===== src/rtl/stream_mux_rr_if.sv =====
// Handshake bundle between N producer streams, the mux and its single consumer.
// The master modport is the environment side and the slave modport is the mux.
interface stream_mux_rr_if #(
    parameter int unsigned N_CH  = 4,
    parameter int unsigned WIDTH = 8,
    parameter int unsigned SEL_W = (N_CH > 1) ? $clog2(N_CH) : 1
);
    logic                    mode;
    logic [SEL_W-1:0]        sel;
    logic [N_CH-1:0]         in_valid;
    logic [N_CH-1:0]         in_ready;
    logic [N_CH*WIDTH-1:0]   in_data;
    logic                    out_valid;
    logic                    out_ready;
    logic [WIDTH-1:0]        out_data;
    logic [SEL_W-1:0]        out_ch;

    modport master (
        output mode, sel, in_valid, in_data, out_ready,
        input  in_ready, out_valid, out_data, out_ch
    );

    modport slave (
        input  mode, sel, in_valid, in_data, out_ready,
        output in_ready, out_valid, out_data, out_ch
    );
endinterface


===== src/rtl/stream_mux_rr.sv =====
// N-channel valid/ready stream mux with a registered output stage.
// Channels are picked either by fixed select or by round-robin arbitration.
module stream_mux_rr #(
    parameter int unsigned N_CH  = 4,
    parameter int unsigned WIDTH = 8
) (
    input  logic             clk,
    input  logic             rst,
    stream_mux_rr_if.slave   bus
);
    localparam int unsigned SEL_W = (N_CH > 1) ? $clog2(N_CH) : 1;

    logic                load_en;
    logic                grant_vld;
    logic                fix_vld;
    logic                rr_vld;
    logic                xfer;
    logic [SEL_W-1:0]    gnt;
    logic [SEL_W-1:0]    rr_gnt;
    logic [SEL_W-1:0]    rr_ptr;
    logic [SEL_W-1:0]    rr_nxt;
    logic [WIDTH-1:0]    gnt_data;
    logic [N_CH-1:0]     ready;

    logic                valid_q;
    logic [WIDTH-1:0]    data_q;
    logic [SEL_W-1:0]    ch_q;

    // Output register may take a new beat when empty or being drained this cycle.
    assign load_en = !valid_q || bus.out_ready;

    // Fixed select: an index with no matching channel simply grants nothing.
    always_comb begin
        fix_vld = 1'b0;
        for (int unsigned i = 0; i < N_CH; i++) begin
            if (bus.sel == SEL_W'(i)) begin
                fix_vld = bus.in_valid[i];
            end
        end
    end

    // Round-robin: first valid channel at or above rr_ptr, wrapping to 0.
    always_comb begin
        int unsigned      pos;
        logic [SEL_W-1:0] idx;
        rr_vld = 1'b0;
        rr_gnt = '0;
        pos    = 0;
        idx    = '0;
        for (int unsigned k = 0; k < N_CH; k++) begin
            pos = 32'(rr_ptr) + k;
            if (pos >= N_CH) begin
                pos = pos - N_CH;
            end
            idx = SEL_W'(pos);
            if (!rr_vld && bus.in_valid[idx]) begin
                rr_vld = 1'b1;
                rr_gnt = idx;
            end
        end
    end

    assign grant_vld = bus.mode ? rr_vld : fix_vld;
    assign gnt       = bus.mode ? rr_gnt : bus.sel;
    assign xfer      = !rst && load_en && grant_vld;
    assign rr_nxt    = (gnt == SEL_W'(N_CH - 1)) ? '0 : gnt + SEL_W'(1);

    // One-hot accept and data select for the granted channel.
    always_comb begin
        ready    = '0;
        gnt_data = '0;
        for (int unsigned i = 0; i < N_CH; i++) begin
            if (gnt == SEL_W'(i)) begin
                ready[i] = xfer;
                gnt_data = bus.in_data[i*WIDTH +: WIDTH];
            end
        end
    end

    always_ff @(posedge clk) begin
        if (rst) begin
            valid_q <= 1'b0;
            data_q  <= '0;
            ch_q    <= '0;
            rr_ptr  <= '0;
        end else begin
            if (load_en) begin
                if (grant_vld) begin
                    valid_q <= 1'b1;
                    data_q  <= gnt_data;
                    ch_q    <= gnt;
                end else begin
                    valid_q <= 1'b0;
                end
            end
            if (bus.mode && xfer) begin
                rr_ptr <= rr_nxt;
            end
        end
    end

    assign bus.in_ready  = ready;
    assign bus.out_valid = valid_q;
    assign bus.out_data  = data_q;
    assign bus.out_ch    = ch_q;
endmodule


===== src/flat_wrapper.sv =====
// flat-port wrapper written by rule: the top's interface ports become plain ports
module stream_mux_rr_flat 
#(
    parameter int unsigned N_CH  = 4,
    parameter int unsigned WIDTH = 8
)
  (clk, rst, bus_mode, bus_sel, bus_in_valid, bus_in_data, bus_out_ready, bus_in_ready, bus_out_valid, bus_out_data, bus_out_ch);
  stream_mux_rr_if #(.N_CH(N_CH), .WIDTH(WIDTH)) bus_i ();
  input  logic clk;
  input  logic rst;
  input wire logic [$bits(bus_i.mode)-1:0] bus_mode;
  input wire logic [$bits(bus_i.sel)-1:0] bus_sel;
  input wire logic [$bits(bus_i.in_valid)-1:0] bus_in_valid;
  input wire logic [$bits(bus_i.in_data)-1:0] bus_in_data;
  input wire logic [$bits(bus_i.out_ready)-1:0] bus_out_ready;
  output wire logic [$bits(bus_i.in_ready)-1:0] bus_in_ready;
  output wire logic [$bits(bus_i.out_valid)-1:0] bus_out_valid;
  output wire logic [$bits(bus_i.out_data)-1:0] bus_out_data;
  output wire logic [$bits(bus_i.out_ch)-1:0] bus_out_ch;
  assign bus_i.mode = bus_mode;
  assign bus_i.sel = bus_sel;
  assign bus_i.in_valid = bus_in_valid;
  assign bus_i.in_data = bus_in_data;
  assign bus_i.out_ready = bus_out_ready;
  assign bus_in_ready = bus_i.in_ready;
  assign bus_out_valid = bus_i.out_valid;
  assign bus_out_data = bus_i.out_data;
  assign bus_out_ch = bus_i.out_ch;
  stream_mux_rr #(.N_CH(N_CH), .WIDTH(WIDTH)) u_core (.clk(clk), .rst(rst), .bus(bus_i));
endmodule

===== config.mk =====
export PLATFORM = sky130hd
export DESIGN_NAME = stream_mux_rr_flat
export DESIGN_NICKNAME = d
export VERILOG_FILES = /design/src/rtl/stream_mux_rr_if.sv /design/src/rtl/stream_mux_rr.sv /design/src/flat_wrapper.sv
export SDC_FILE = /design/constraint.sdc
export NUM_CORES = 1
export LEC_CHECK = 0
export ABC_AREA = 1
export CORE_MARGIN = 4
export CORE_UTILIZATION = 43
export CTS_BUF_LIST = sky130_fd_sc_hd__clkbuf_4 sky130_fd_sc_hd__clkbuf_8
export DETAILED_ROUTE_END_ITERATION = 12
export GPL_TIMING_DRIVEN = 0
export PLACE_DENSITY = 0.82
export SLEW_MARGIN = 0
export SYNTH_ARGS = -nofsm -noshare
export SYNTH_HDL_FRONTEND = slang
export SYNTH_SLANG_ARGS = --single-unit

===== constraint.sdc =====
create_clock -name clk -period 3.3 [get_ports clk]
set_clock_uncertainty 0.15 [all_clocks]
set_input_delay 0.66 -clock clk [delete_from_list [all_inputs] [get_ports clk]]
set_output_delay 0.66 -clock clk [all_outputs]
set_load 0.01 [all_outputs]

**Word-level counts from Yosys, hierarchy flattened**

Index checks and enable logic that the tools add are counted.

- Bits in registers: 13

- Add/subtract/negate cells: 8
- $lt $le $gt $ge: 8
- Eq/ne operators: 6
- Multiplexer cells: 36
- Reductions and logical operators: 15

Operator list:

| kind | count |
|---|---|
| $mux W8 | 4 |
| $mux W2 | 10 |
| $mux W1 | 18 |
| $lt A2 B3 Y1 const B | 4 |
| $ge A3 B3 Y1 const B | 3 |
| $bmux W1 S2 | 4 |
| $eq A2 B2 Y1 const B | 4 |
| $sub A2 B1 Y2 const B | 4 |
| $add A2 B2 Y3 const B | 2 |
| $logic_and A1 B1 Y1 | 6 |
| $logic_not A1 Y1 | 5 |
| $eq A2 B1 Y1 const B | 2 |
| $logic_not A2 Y1 | 2 |
| $add A2 B1 Y3 const B | 1 |
| $ge A2 B3 Y1 const B | 1 |
| $add A2 B1 Y2 const B | 1 |
| $reduce_and A2 Y1 | 1 |
| $logic_or A1 B1 Y1 | 1 |

**Logic depth before layout (Yosys ltp)**

Gate-level depths: netlist of run 1.

- Word-level depth: 20
- Depth in mapped cells: 22
- Gate-level depth less buffers: 20

**Least setup slack after synthesis of run 1**

Ideal clock, no wire load.

- Path type: input to output
- Start: input bus_in_valid[1]
- End: output bus_in_ready[2]
- Data arrival time: 2.322 ns
- Path slack: 0.168 ns
- Cell stages on the path: 15
- Path buffers: 1
- Cell sequence: inv_1 -> nand2_1 -> nand3_1 -> nand2_2 -> nor2_4 -> nand3_2 -> nand2_2 -> inv_1 -> nand2_1 -> nand2_1 -> inv_1 -> ha_1 -> buf_2 -> clkinv_1 -> nor3_1

- Word-level cells in the longest chain between the ends: 15
- Elaborated cells between the ends (all ways): 30
- Those cells by class: eq/ne (1); mux (22); reduce/logical (7)

Ends and longest elaborated chain:

| element | line | source |
|---|---|---|
| from (decl) | flat_wrapper.sv:13 | `input wire logic [$bits(bus_i.in_valid)-1:0] bus_in_valid;` |
| $bmux W1 S2 | stream_mux_rr.sv:56 | `if (!rr_vld && bus.in_valid[idx]) begin` |
| $mux W1 (implied by the code) | stream_mux_rr.sv:56 |  |
| $mux W1 | stream_mux_rr.sv:56 |  |
| $logic_not A1 Y1 | stream_mux_rr.sv:56 |  |
| $logic_and A1 B1 Y1 | stream_mux_rr.sv:56 |  |
| $mux W1 | stream_mux_rr.sv:56 |  |
| $logic_not A1 Y1 | stream_mux_rr.sv:56 |  |
| $logic_and A1 B1 Y1 | stream_mux_rr.sv:56 |  |
| $mux W1 | stream_mux_rr.sv:56 |  |
| $logic_not A1 Y1 | stream_mux_rr.sv:56 |  |
| $logic_and A1 B1 Y1 | stream_mux_rr.sv:56 |  |
| $mux W2 * | stream_mux_rr.sv:56 |  |
| $mux W2 * | stream_mux_rr.sv:64 | `assign gnt = bus.mode ? rr_gnt : bus.sel;` |
| net u_core.gnt[0] | stream_mux_rr.sv:18 | `logic [SEL_W-1:0] gnt;` |
| $eq A2 B2 Y1 * | stream_mux_rr.sv:73 | `if (gnt == SEL_W'(i)) begin` |
| $mux W1 * | stream_mux_rr.sv:73 |  |
| to (decl) | flat_wrapper.sv:16 | `output wire logic [$bits(bus_i.in_ready)-1:0] bus_in_ready;` |

Mark *: on every way through the listed nets, which the timed path passes. The rest lies on a longest branch. The select of a mux whose other input is x is not followed.

**Worst setup path in the final report of run 1**

Ends and elaborated chain as after synthesis.

==> out/metrics.cfg, run 1 <==
[status]
status = completed

[synth]
yosysWarnings = 0
synth_cell_types = 27
ys_async_sr_fraction = 0
synth-main-ff-cell = dfxtp_1
synth_top_cell_by_area = dfxtp_1
syn-num-nets = 265
yosysSeqAreaShare = 0.205
synth_top_area_frac = 0.205
ys_top_cells_by_area = dfxtp_1 (20%), nand2_1 (18%), nand3_1 (9.8%)
synth_edf_count = 0
postSynthAreaPerCell_um2 = 5.80
syn_area_mm2 = 0.00127
synth_cells = 219
yosys_register_bits = 13

[floorplanning]
start_util = 0.457
core_mm2 = 0.00278
die_x_um = 62.4
dieArea_mm2 = 0.00389
num_rows = 19
ioPinCount = 57
die_h_um = 62.4

[place]
io_buffers = 56
preCtsSetupSlack_ps = -1110
hpwl_mm = 2.91
place.gp.congestion = 0.931
dpl.cell_count = 306

[timing]
fin_ws_ps = 80.5
worst_pin_slew_ps = 435
slew_violations = 0
rsz0062_at_grt = true
setup_violations = 0
fin_hold_ws_ps = 339
finalHoldViolCount = 0
final.min_clock_period_ps = 3220
fmax_ghz = 0.311
slew_headroom = 0.710
period_share = 0.976

[worst_setup_path]
r2r_setup_slack_ps = 560
r2r-end = u_core.bus.out_data[2]
r2r-start = u_core.rr_ptr[1]
cp.arrival_ps = 2410
startpoint = bus_in_valid[1]
crit_slowest_cell = dlygate4sd2_1
cp_max_fo = 9
cp_cell_sequence = dlygate4sd2_1 > inv_2 > nand2_2 > nand3_2 > nand2_2 > nor2_4 > nand3_2 > nand2_2 > inv_1 > nand2_2 > nand2_4 > inv_4 > ha_4 > buf_6 > clkinv_8 > nor3_4 > buf_2
cp_common_cell = nand2_2
critPathKind = in2out
start_kind = input pin
endpoint = bus_in_ready[2]
required_ps = 2490
max_stage_delay_ps = 250
r2r.worst_path.cells = 18
endpoint_kind = primary output

[route]
vias_per_cell = 5.11
wire_per_inst_um = 12.5
vias = 1647
drc = 0
drt-initial-drc-count = 113
totalWireLength_mm = 4.03
firstDrtPassIters = 4
ant_nets = 0

[grt]
grt_pass1_wl_mm = 6.53
grt_antenna_before_repair = 0
grt_overflow = 0
grt_usage = 0.197
grt_pass1_vias = 1532
grt_max_degree = 11

[final_layout]
diodes = 0
drive_gt1_frac = 0.247
post-route-util = 0.764
layout.nets = 338
multi_input_area_um2 = 968
seqCellArea_um2 = 260
area_growth_pct = 67.2
fin_cells = 322
nFillCells = 217

[clock_tree]
clockBufferDepth = 2
insertion_delay_ps = 270
clk_pin_slew_ps = 80
clock-sinks = 13
cts_hold_repair.buffers = 0
htree_levels = 1
cts_root_buffer = clkbuf_4
cts_buffers = 3
cts_tree = yes

[power_and_ir_drop]
irDropWorstVdd_mv = 0.440
power_per_cell_area_mw_per_mm2 = 388
p_leak_nw = 1.04
total_power_mw = 0.824

[hold_path]
hold_depth = 2
hold_path_class = reg2reg

[job]
cap_violations = 0

-- synthesized netlist by cell type, types with 2 or more instances --
cell and instances:
nand2_1 62, nor2_1 30, nand3_1 25, inv_1 19, a21oi_1 18, dfxtp_1 13, nand2_2 11, a22oi_1 8
ha_1 4, buf_6 3, clkbuf_1 3, nand3_2 3, and3_1 2, buf_2 2, clkinv_1 2, nor3_1 2
o211ai_1 2
-- final cells by class --
| class | instances | share of cell area |
|---|---|---|
| Sequential cell | 13 | 0.122 |
| Buffer | 6 | 0.0265 |
| Multi-Input combinational cell | 173 | 0.456 |
| Clock buffer | 4 | 0.0141 |
| Tap cell | 31 | 0.0182 |
| Inverter | 23 | 0.0559 |
| Timing Repair Buffer | 72 | 0.307 |
-- timing repair --
| item | in CTS | in global routing |
|---|---|---|
| gates resized for setup | 55 | 12 |
| buffers inserted | 9 | 7 |
| endpoints found under the setup margin | 10 | 4 |
| pin swaps | 6 | 9 |
-- power by group --
part / switching (mW) / leakage (nW) / total (mW) / internal [mW]
combinational: 0.270 / 0.910 / 0.518 / 0.248
sequential: 0.0159 / 0.108 / 0.197 / 0.181
clock: 0.0534 / 0.0184 / 0.108 / 0.0550
-- cells in the final DEF (no fill, tap or decap), drive strengths merged, types with 2 or more instances in the layout --
cell type      Yosys  routed
nand2             74      74
clkdlybuf4s50      0      48
nor2              31      31
nand3             28      28
buf                7      26
inv               21      21
a21oi             18      18
dfxtp             13      13
a22oi              8       8
clkbuf             3       5
ha                 4       4
o211ai             2       2
and3               2       2
clkinv             2       2
nor3               2       2
dlygate4sd2        0       2
o21ai              2       2
-- worst min-delay path by stage --
| stage | endpoint | from |
|---|---|---|
| after global placement | u_core.bus.out_data[0] | u_core.bus.out_data[0] |
| after detailed placement | u_core.bus.out_data[1] | u_core.bus.out_data[1] |
| final | u_core.bus.out_data[3] | u_core.bus.out_data[3] |
| after global routing | u_core.bus.out_data[4] | u_core.bus.out_data[4] |
| after CTS | u_core.bus.out_data[3] | u_core.bus.out_data[3] |
| after floorplan | u_core.rr_ptr[1] | u_core.rr_ptr[1] |
-- flip-flops by register name, summed over array words and instances (netlist names) --
signal,count
u_core.bus.out_data,8
u_core.bus.out_valid,1
u_core.rr_ptr,2
u_core.bus.out_ch,2
-- per-layer routing --
layer / GRT usage / wire length, um
met5: 0 / 0
met4: 0.0292 / 49
met3: 0.0845 / 362
met2: 0.339 / 1970
met1: 0.231 / 1640
-- worst max-delay path: cells and delay by family --
family	cells	cell delay [ps]
simple gates	9	820
buf+inv	7	810
fa+ha+maj	1	120
-- per-stage QoR --
step / setup TNS [ps] / instance area, um^2
after global placement: -6220 / 1870
after floorplan: 0 / 1270
after global routing: -45.5 / 2130
after detailed placement: -6420 / 1870
after CTS: 0 / 2070
final: 0 / 2130
-- kinds of logic after synthesis --
group                    share of synthesized area
AND/OR/NAND/NOR                              0.494
flip-flops                                   0.205
adder cells (fa/ha/maj)                     0.0394
buffers and inverters                        0.124
AO/OA/AOI/OAI                                0.138
(Power assumes the default switching activity.)
==> run 2: changes to the inputs <==
CORE_MARGIN = default   (was 4)
CTS_CLUSTER_DIAMETER = 30   (was default)
==> out/metrics.cfg, run 2 (synthesized netlist as in run 1, its figures left out) <==
[status]
status = completed

[route]
firstDrtPassIters = 4
ant_nets = 0
totalWireLength_mm = 4.14
drt-initial-drc-count = 94
vias_per_cell = 5.23
wire_per_inst_um = 12.8
drc = 0
vias = 1694

[timing]
slew_headroom = 0.686
fin_hold_ws_ps = 341
finalHoldViolCount = 0
slew_violations = 0
worst_pin_slew_ps = 471
fmax_ghz = 0.314
final.min_clock_period_ps = 3190
fin_ws_ps = 113
setup_violations = 0
period_share = 0.966
finalSetupTns_ps = 0

[clock_tree]
cts_buffers = 3
cts_tree = yes
cts_root_buffer = clkbuf_4
htree_levels = 1
insertion_delay_ps = 270
clock-sinks = 13
clockBufferDepth = 2
clk_pin_slew_ps = 80

[worst_setup_path]
cp.arrival_ps = 2380
start_kind = flop
r2r-start = u_core.rr_ptr[0]
endpoint_kind = primary output
r2r.worst_path.cells = 23
r2r_setup_slack_ps = 350
required_ps = 2490
r2r-end = u_core.bus.out_data[1]
cp_max_fo = 10
critPathKind = reg2out

[floorplanning]
die_h_um = 56.4
num_rows = 19
die_x_um = 56.4
dieArea_mm2 = 0.00318
start_util = 0.457
ioPinCount = 57
core_mm2 = 0.00278

[place]
hpwl_mm = 2.82
dpl.cell_count = 306
place_area_mm2 = 0.00187
preCtsSetupSlack_ps = -1110
place.gp.congestion = 0.915
io_buffers = 56

[final_layout]
final_area_mm2 = 0.00212
largest_register_ff_count = 8
diodes = 0
final_common_cell = nand2_1
drive_gt1_frac = 0.273
fin_cells = 324
layout.nets = 340
area_growth_pct = 66.8
post-route-util = 0.762
final_cell_mix = nand2_1 (54), clkdlybuf4s50_1 (48), nor2_1 (30)

[grt]
grt_pass1_wl_mm = 6.37
grt_pass1_vias = 1508
grt_overflow = 0
use_met3 = 0.0737
grtUsageMet1 = 0.306
grt_max_degree = 11
met2_usage = 0.425
grt_usage = 0.249
grt_antenna_before_repair = 0
top_usage_layer = met2

[job]
cap_violations = 0

[hold_path]
hold_depth = 2
hold_path_class = reg2reg
whs_endpoint = u_core.bus.out_data[3]
hold_start = u_core.bus.out_data[3]

[power_and_ir_drop]
p_leak_nw = 1.03
power_per_cell_area_mw_per_mm2 = 390
total_power_mw = 0.828
irDropWorstVdd_mv = 0.425

run 2: per-layer routing:
metal,wire (um),part of all wire
met2,2070,0.50
met1,1650,0.40
met4,103,0.025
met3,319,0.077
met5,0,0
run 2: area by class of cell:
class,count,area [um^2]
buffer,7,70.1
multi-input combinational,173,953
inverter,23,109
fill,222,661
clock buffer,4,30.0
timing repair buffer,73,658
tap,31,38.8
sequential,13,262
run 2: power breakdown:
| part | internal, mW | switching (mW) |
|---|---|---|
| sequential | 0.182 | 0.0174 |
| combinational | 0.251 | 0.272 |
| clock | 0.0550 | 0.0506 |
run 2: timing repair:
item,in CTS,in global routing
hold endpoints to repair,0,0
endpoints found under the setup margin,6,4
buffers inserted,8,9
hold buffers,0,0
gates resized for setup,50,22
pin swaps,4,12
run 2: worst max-delay path by stage:
stage                                 from              end  slack (ps)  depth (start not counted)
after global routing      u_core.rr_ptr[0]  bus_in_ready[2]         -30                         17
final                     u_core.rr_ptr[0]  bus_in_ready[3]         110                         16
after CTS                  bus_in_valid[3]  bus_in_ready[2]           3                         16
after floorplan            bus_in_valid[1]  bus_in_ready[2]         170                         15
after global placement     bus_in_valid[3]  bus_in_ready[3]       -1100                         16
after detailed placement   bus_in_valid[3]  bus_in_ready[3]       -1110                         16
run 2: worst max-delay path, cell delays in order, from the launching register on:
cell and delay [ps]:
dfxtp_1 330, buf_6 150, inv_6 60, nand2_2 70
nand2_2 90, nand2_2 80, nand2_2 60, nor2_4 130
nand3_2 90, nand2_1 80, inv_1 50, nand2_1 70
nand2_2 120, ha_4 190, clkbuf_8 150, and3_1 160
clkdlybuf4s15_2 230
==> run 3: changes to the inputs <==
GPL_ROUTABILITY_DRIVEN = 0   (was default)
==> results of run 3 <==
Same layout as run 2: the final DEF is identical, and so are final timing and power.
==> RTL edit 1, RTL diff (flow settings as in run 3) <==
`WIDTH` is set to 8 in 3 places; all go to 9.
--- a/src/rtl/stream_mux_rr_if.sv
+++ b/src/rtl/stream_mux_rr_if.sv
@@ -4,3 +4,3 @@
     parameter int unsigned N_CH  = 4,
-    parameter int unsigned WIDTH = 8,
+    parameter int unsigned WIDTH = 9,
     parameter int unsigned SEL_W = (N_CH > 1) ? $clog2(N_CH) : 1
--- a/src/rtl/stream_mux_rr.sv
+++ b/src/rtl/stream_mux_rr.sv
@@ -4,3 +4,3 @@
     parameter int unsigned N_CH  = 4,
-    parameter int unsigned WIDTH = 8
+    parameter int unsigned WIDTH = 9
 ) (
--- a/src/flat_wrapper.sv
+++ b/src/flat_wrapper.sv
@@ -4,3 +4,3 @@
     parameter int unsigned N_CH  = 4,
-    parameter int unsigned WIDTH = 8
+    parameter int unsigned WIDTH = 9
 )
Interface: changed (resized bus_in_data and bus_out_data); port bits go from 57 to 62. The function was not compared with the original's and may differ.
==> RTL edit 1 against run 3 <==
First-iteration DRC count grew 18%. Routed wire length rose by 24%. Setup slack better by 20 ps. Combinational power increased by 30%. Power up 19%. Synthesized area grew 14%. Design area is 16% higher. Sequential cell count up 1. Largest cell class unchanged. Largest power group unchanged. Highest routed layer unchanged.
==> RTL edit 1: results (changes against run 3) <==
• maximum vdd drop: 0.308 mV, -28%
• Port Buf Inserts: 61, +8.9%
• clock buffer count from CTS: 3, unchanged
• critical path's top delay family: buffers and inverters
• total cell area at the placement stage: 2110 sq um, +13%
• Pleak: 1.18 nW, +14%
• half-perimeter wire length of the detailed placement result: 3190 um, +13%
• status: finished clean
• fraction of power spent switching nets: 41.5%, +0.44 points
• share of the yosys chip area belonging to registers: 19.4%, -1.1 points
• Post-synth top cells: nand2_1, nor2_1, nand3_1, inv_1, dfxtp_1
• Worst R2R Setup Slack: 140 ps, -210 ps
• Largest stage delay, worst path: 140 ps, -190 ps
• wire per inst: 14.0 um, +9.7%
• vias per inst: 5.09, -2.6%
• total number of H-tree levels: 1, unchanged
• count of different cell masters after synthesis: 30, +11%
• worst hold slack: 343 ps, +1.96 ps
• clock insertion delay at the later pin of the skew report: 260 ps
• Total Power Consumption: 0.985 mW, +19%
• first-pass GRT wire length: 7040 um, +11%
• number of nets in the final layout: 373, +9.7%
• Worst Setup Slack post-DPL: -1230 ps, -124 ps
• worst-path fanout max: 3, -7
• total placed cells including tap cells: 336, +9.8%
• number of instances in the synthesized netlist: 231, +5.5%
• power drawn by the combinational cells: 0.678 mW, +30%
• clock transition at the registers of the reported paths: 80 ps, about the same
• DR vias: 1859, +9.7%
• violation count after the first detailed-route iteration: 111, +18%
• final worst path period share: 96.0%, -0.60 points
• ranking of synthesized cells by area: dfxtp_1, nand2_1, nor2_1, nand3_1, nand3_2
• portion of total power attributed to sequential cells: 22.0%, -2.1 points
• master of the slowest instance on the critical path: buf_4
• share of final-layout standard cells stronger than drive strength 1: 35.5%, +8.2 points
• vias in the first global route: 1614, +7.0%
• arrival time worst endpoint: 3220 ps, +840 ps
• Filler Cells Inserted: 219, -1.4%
• measured slew at the worst slew-check pin: 425 ps, -46.1 ps
• Synthesized Nets: 281, +6.0%
• overall global routing resource usage: 25.5%, +0.58 points
• flip-flop count of the largest register, all copies and words added: 9, +1
RTL edit 1: changes by cell type after synthesis, sizes merged:
cell,delta
nand3,+2
a22oi,+1
nand2,+2
dfxtp,+1
dlygate4sd1,+1
clkbuf,+2
a21oi,+2
nor2,+3
buf,-2
RTL edit 1: metal layers:
layer / vias up / global-route usage (%) / wire (um)
met3: 12 / 1.73 / 301
met5: - / 0 / 0
met4: 0 / 7.64 / 109
li1: 932 / - / -
met1: 845 / 32.2 / 2110
met2: 70 / 45.7 / 2600
RTL edit 1: worst paths after layout:
kind                                              from                      to  cells after the start
worst max-delay path                   bus_in_valid[3]        u_core.rr_ptr[0]                     26
worst min-delay path            u_core.bus.out_data[1]  u_core.bus.out_data[1]                      2
worst max register to register        u_core.rr_ptr[0]        u_core.rr_ptr[0]                     26
worst min register to register  u_core.bus.out_data[1]  u_core.bus.out_data[1]                      2
RTL edit 1: logic make-up (layout without fill, tap and decap cells):
| family | count (synthesis) | count (layout) | share of synthesized area, % |
|---|---|---|---|
| and+or+nand+nor | 146 | 146 | 48.1 |
| AOI/OAI and AO/OA | 33 | 33 | 15.7 |
| buffers and inverters | 34 | 124 | 13.3 |
| adders and majority gates | 4 | 4 | 3.47 |
| DFF | 14 | 14 | 19.4 |
RTL edit 1: area by class of cell:
type	count	area (sq um)	share of cell area [%]
clock buffers	3	22.5	0.914
multi-input cells	183	1100	44.5
well taps	44	55.1	2.23
inverters	23	119	4.82
plain buffers	9	103	4.16
repair buffers	89	787	31.9
flip-flops and latches	14	282	11.4
RTL edit 1: timing repair:
item                       4_1_cts  5_1_grt
setup buffers                   22        6
setup endpoints to repair       13        5
gates resized for setup         50       32
cloned                           0        0
pin swaps                        7       18
==> RTL edit 2, RTL diff (config.mk and constraints of run 3) <==
Without the edit above. Make the reset (`rst`) asynchronous in one clocked block.
--- a/src/rtl/stream_mux_rr.sv
+++ b/src/rtl/stream_mux_rr.sv
@@ -79,3 +79,3 @@
 
-    always_ff @(posedge clk) begin
+    always_ff @(posedge clk or posedge rst) begin
         if (rst) begin
Behaviour: differs if rst is asserted again (counterexample within 4 cycles, from zero or initial values and one cycle with rst high); with rst held inactive, the same outputs for 10 cycles.
==> RTL edit 2 against run 3 <==
Sequential cell count unchanged. Routed wire length decreased by 23%. Setup slack improved by 39 ps. Synthesized area decreased by 4.6%. Die area decreased by 4.5%. Design area decreased by 7.6%.
Power is not compared: it rests on default switching activity, and its combinational part moved more than twofold at a synthesized area within 25%.
==> RTL edit 2: results (changes against run 3) <==
• status: finished clean
• vias in the first global route: 1316, -13%
• measured slew at the worst slew-check pin: 461 ps, -10.4 ps
• master of the slowest instance on the critical path: dlygate4sd2_1
• number of instances in the synthesized netlist: 206, -5.9%
• number of nets in the final layout: 316, -7.1%
• Worst Setup Slack post-DPL: -1140 ps, -33.6 ps
• overall global routing resource usage: 23.8%, -1.1 points
• total placed cells including tap cells: 292, -4.6%
• share of the yosys chip area belonging to registers: 26.8%, +6.4 points
• Post-synth top cells: nand2_1, inv_1, nand3_1, o21ai_0, dfrtp_1
• ranking of synthesized cells by area: nand2_1, dfrtp_1, nand3_1, o21ai_0, inv_1
• DR vias: 1459, -14%
• GR Util met3: 4.92%, -2.5 points
• Largest stage delay, worst path: 250 ps, -80 ps
• Worst R2R Setup Slack: 620 ps, +270 ps
• critical hold path startpoint: u_core.bus.out_data[0]
• count of different cell masters after synthesis: 19, -30%
• violation count after the first detailed-route iteration: 24, -74%
• fraction of registers with async set/reset: 100%, +100 points
• share of final-layout standard cells stronger than drive strength 1: 19.3%, -8.0 points
• pin count of the biggest net entering global routing: 14, +3
• R2R Path Start: u_core.rr_ptr[1]
• first-pass GRT wire length: 5240 um, -18%
• worst hold slack: 332 ps, -9.41 ps
• half-perimeter wire length of the detailed placement result: 2570 um, -9.1%
• Non-Filler Instances: 299, -7.7%
• aggregate routed wire length: 3210 um, -23%
• total cell area at the placement stage: 1810 sq um, -3.2%
• main flop type after synthesis: dfrtp_1
==> RTL edit 2: worst paths after layout <==
check,to,cells past startpoint
max,bus_in_ready[3],15
min,u_core.bus.out_data[0],2
max reg2reg,u_core.bus.out_data[3],20
min reg2reg,u_core.bus.out_data[0],2
max in group asynchronous,u_core.bus.out_data[0],2
min in group asynchronous,u_core.rr_ptr[1],2
==> RTL edit 2: area by class of cell <==
cell class	count	area, sq um
Fill cell	234	607
Buffer	3	36.3
Inverter	23	100
Tap cell	30	37.5
Timing Repair Buffer	63	588
Multi-Input combinational cell	163	843
Clock buffer	4	30.0
Sequential cell	13	325
==> RTL edit 2: tightest hold or removal path: cells and delay by family, from the launching register on <==
family | cells | cell delay, ps
flops | 1 | 350
simple gates | 2 | 100
==> RTL edit 2: kinds of logic (layout without fill, tap and decap cells) <==
| family | after synthesis | in the layout | share of synthesized area [%] |
|---|---|---|---|
| flops | 13 | 13 | 26.8 |
| compound gates | 29 | 29 | 12.2 |
| fa+ha+maj | 4 | 4 | 4.13 |
| simple gates | 130 | 130 | 46.3 |
| buf+inv | 30 | 93 | 10.5 |
==> RTL edit 2: timing repair <==
item / in CTS / in global routing
hold buffers: 0 / 0
pin swaps: 6 / 2
hold endpoints to repair: 0 / 0
setup buffers: 7 / 0
gates resized for setup: 49 / 5
setup endpoints to repair: 12 / 4
==> RTL edit 2: power groups by stage <==
stage / sequential (mW) / clock, mW / combinational (mW)
3_3_place_gp: 0.277 / 0 / 1.01
3_5_place_dp: 0.278 / 0 / 1.02
6_report: 0.279 / 0.0998 / 1.19
5_1_grt: 0.289 / 0.109 / 1.35
2_1_floorplan: 0.301 / 0 / 0.666
4_1_cts: 0.279 / 0.103 / 1.18
==> RTL edit 2: routing by layer <==
layer / share of wire, % / vias up / wire [um]
met2: 45 / 57 / 1460
li1: - / 771 / -
met4: 0.72 / 0 / 23
met1: 46 / 629 / 1490
met5: 0 / - / 0
met3: 7.4 / 2 / 237
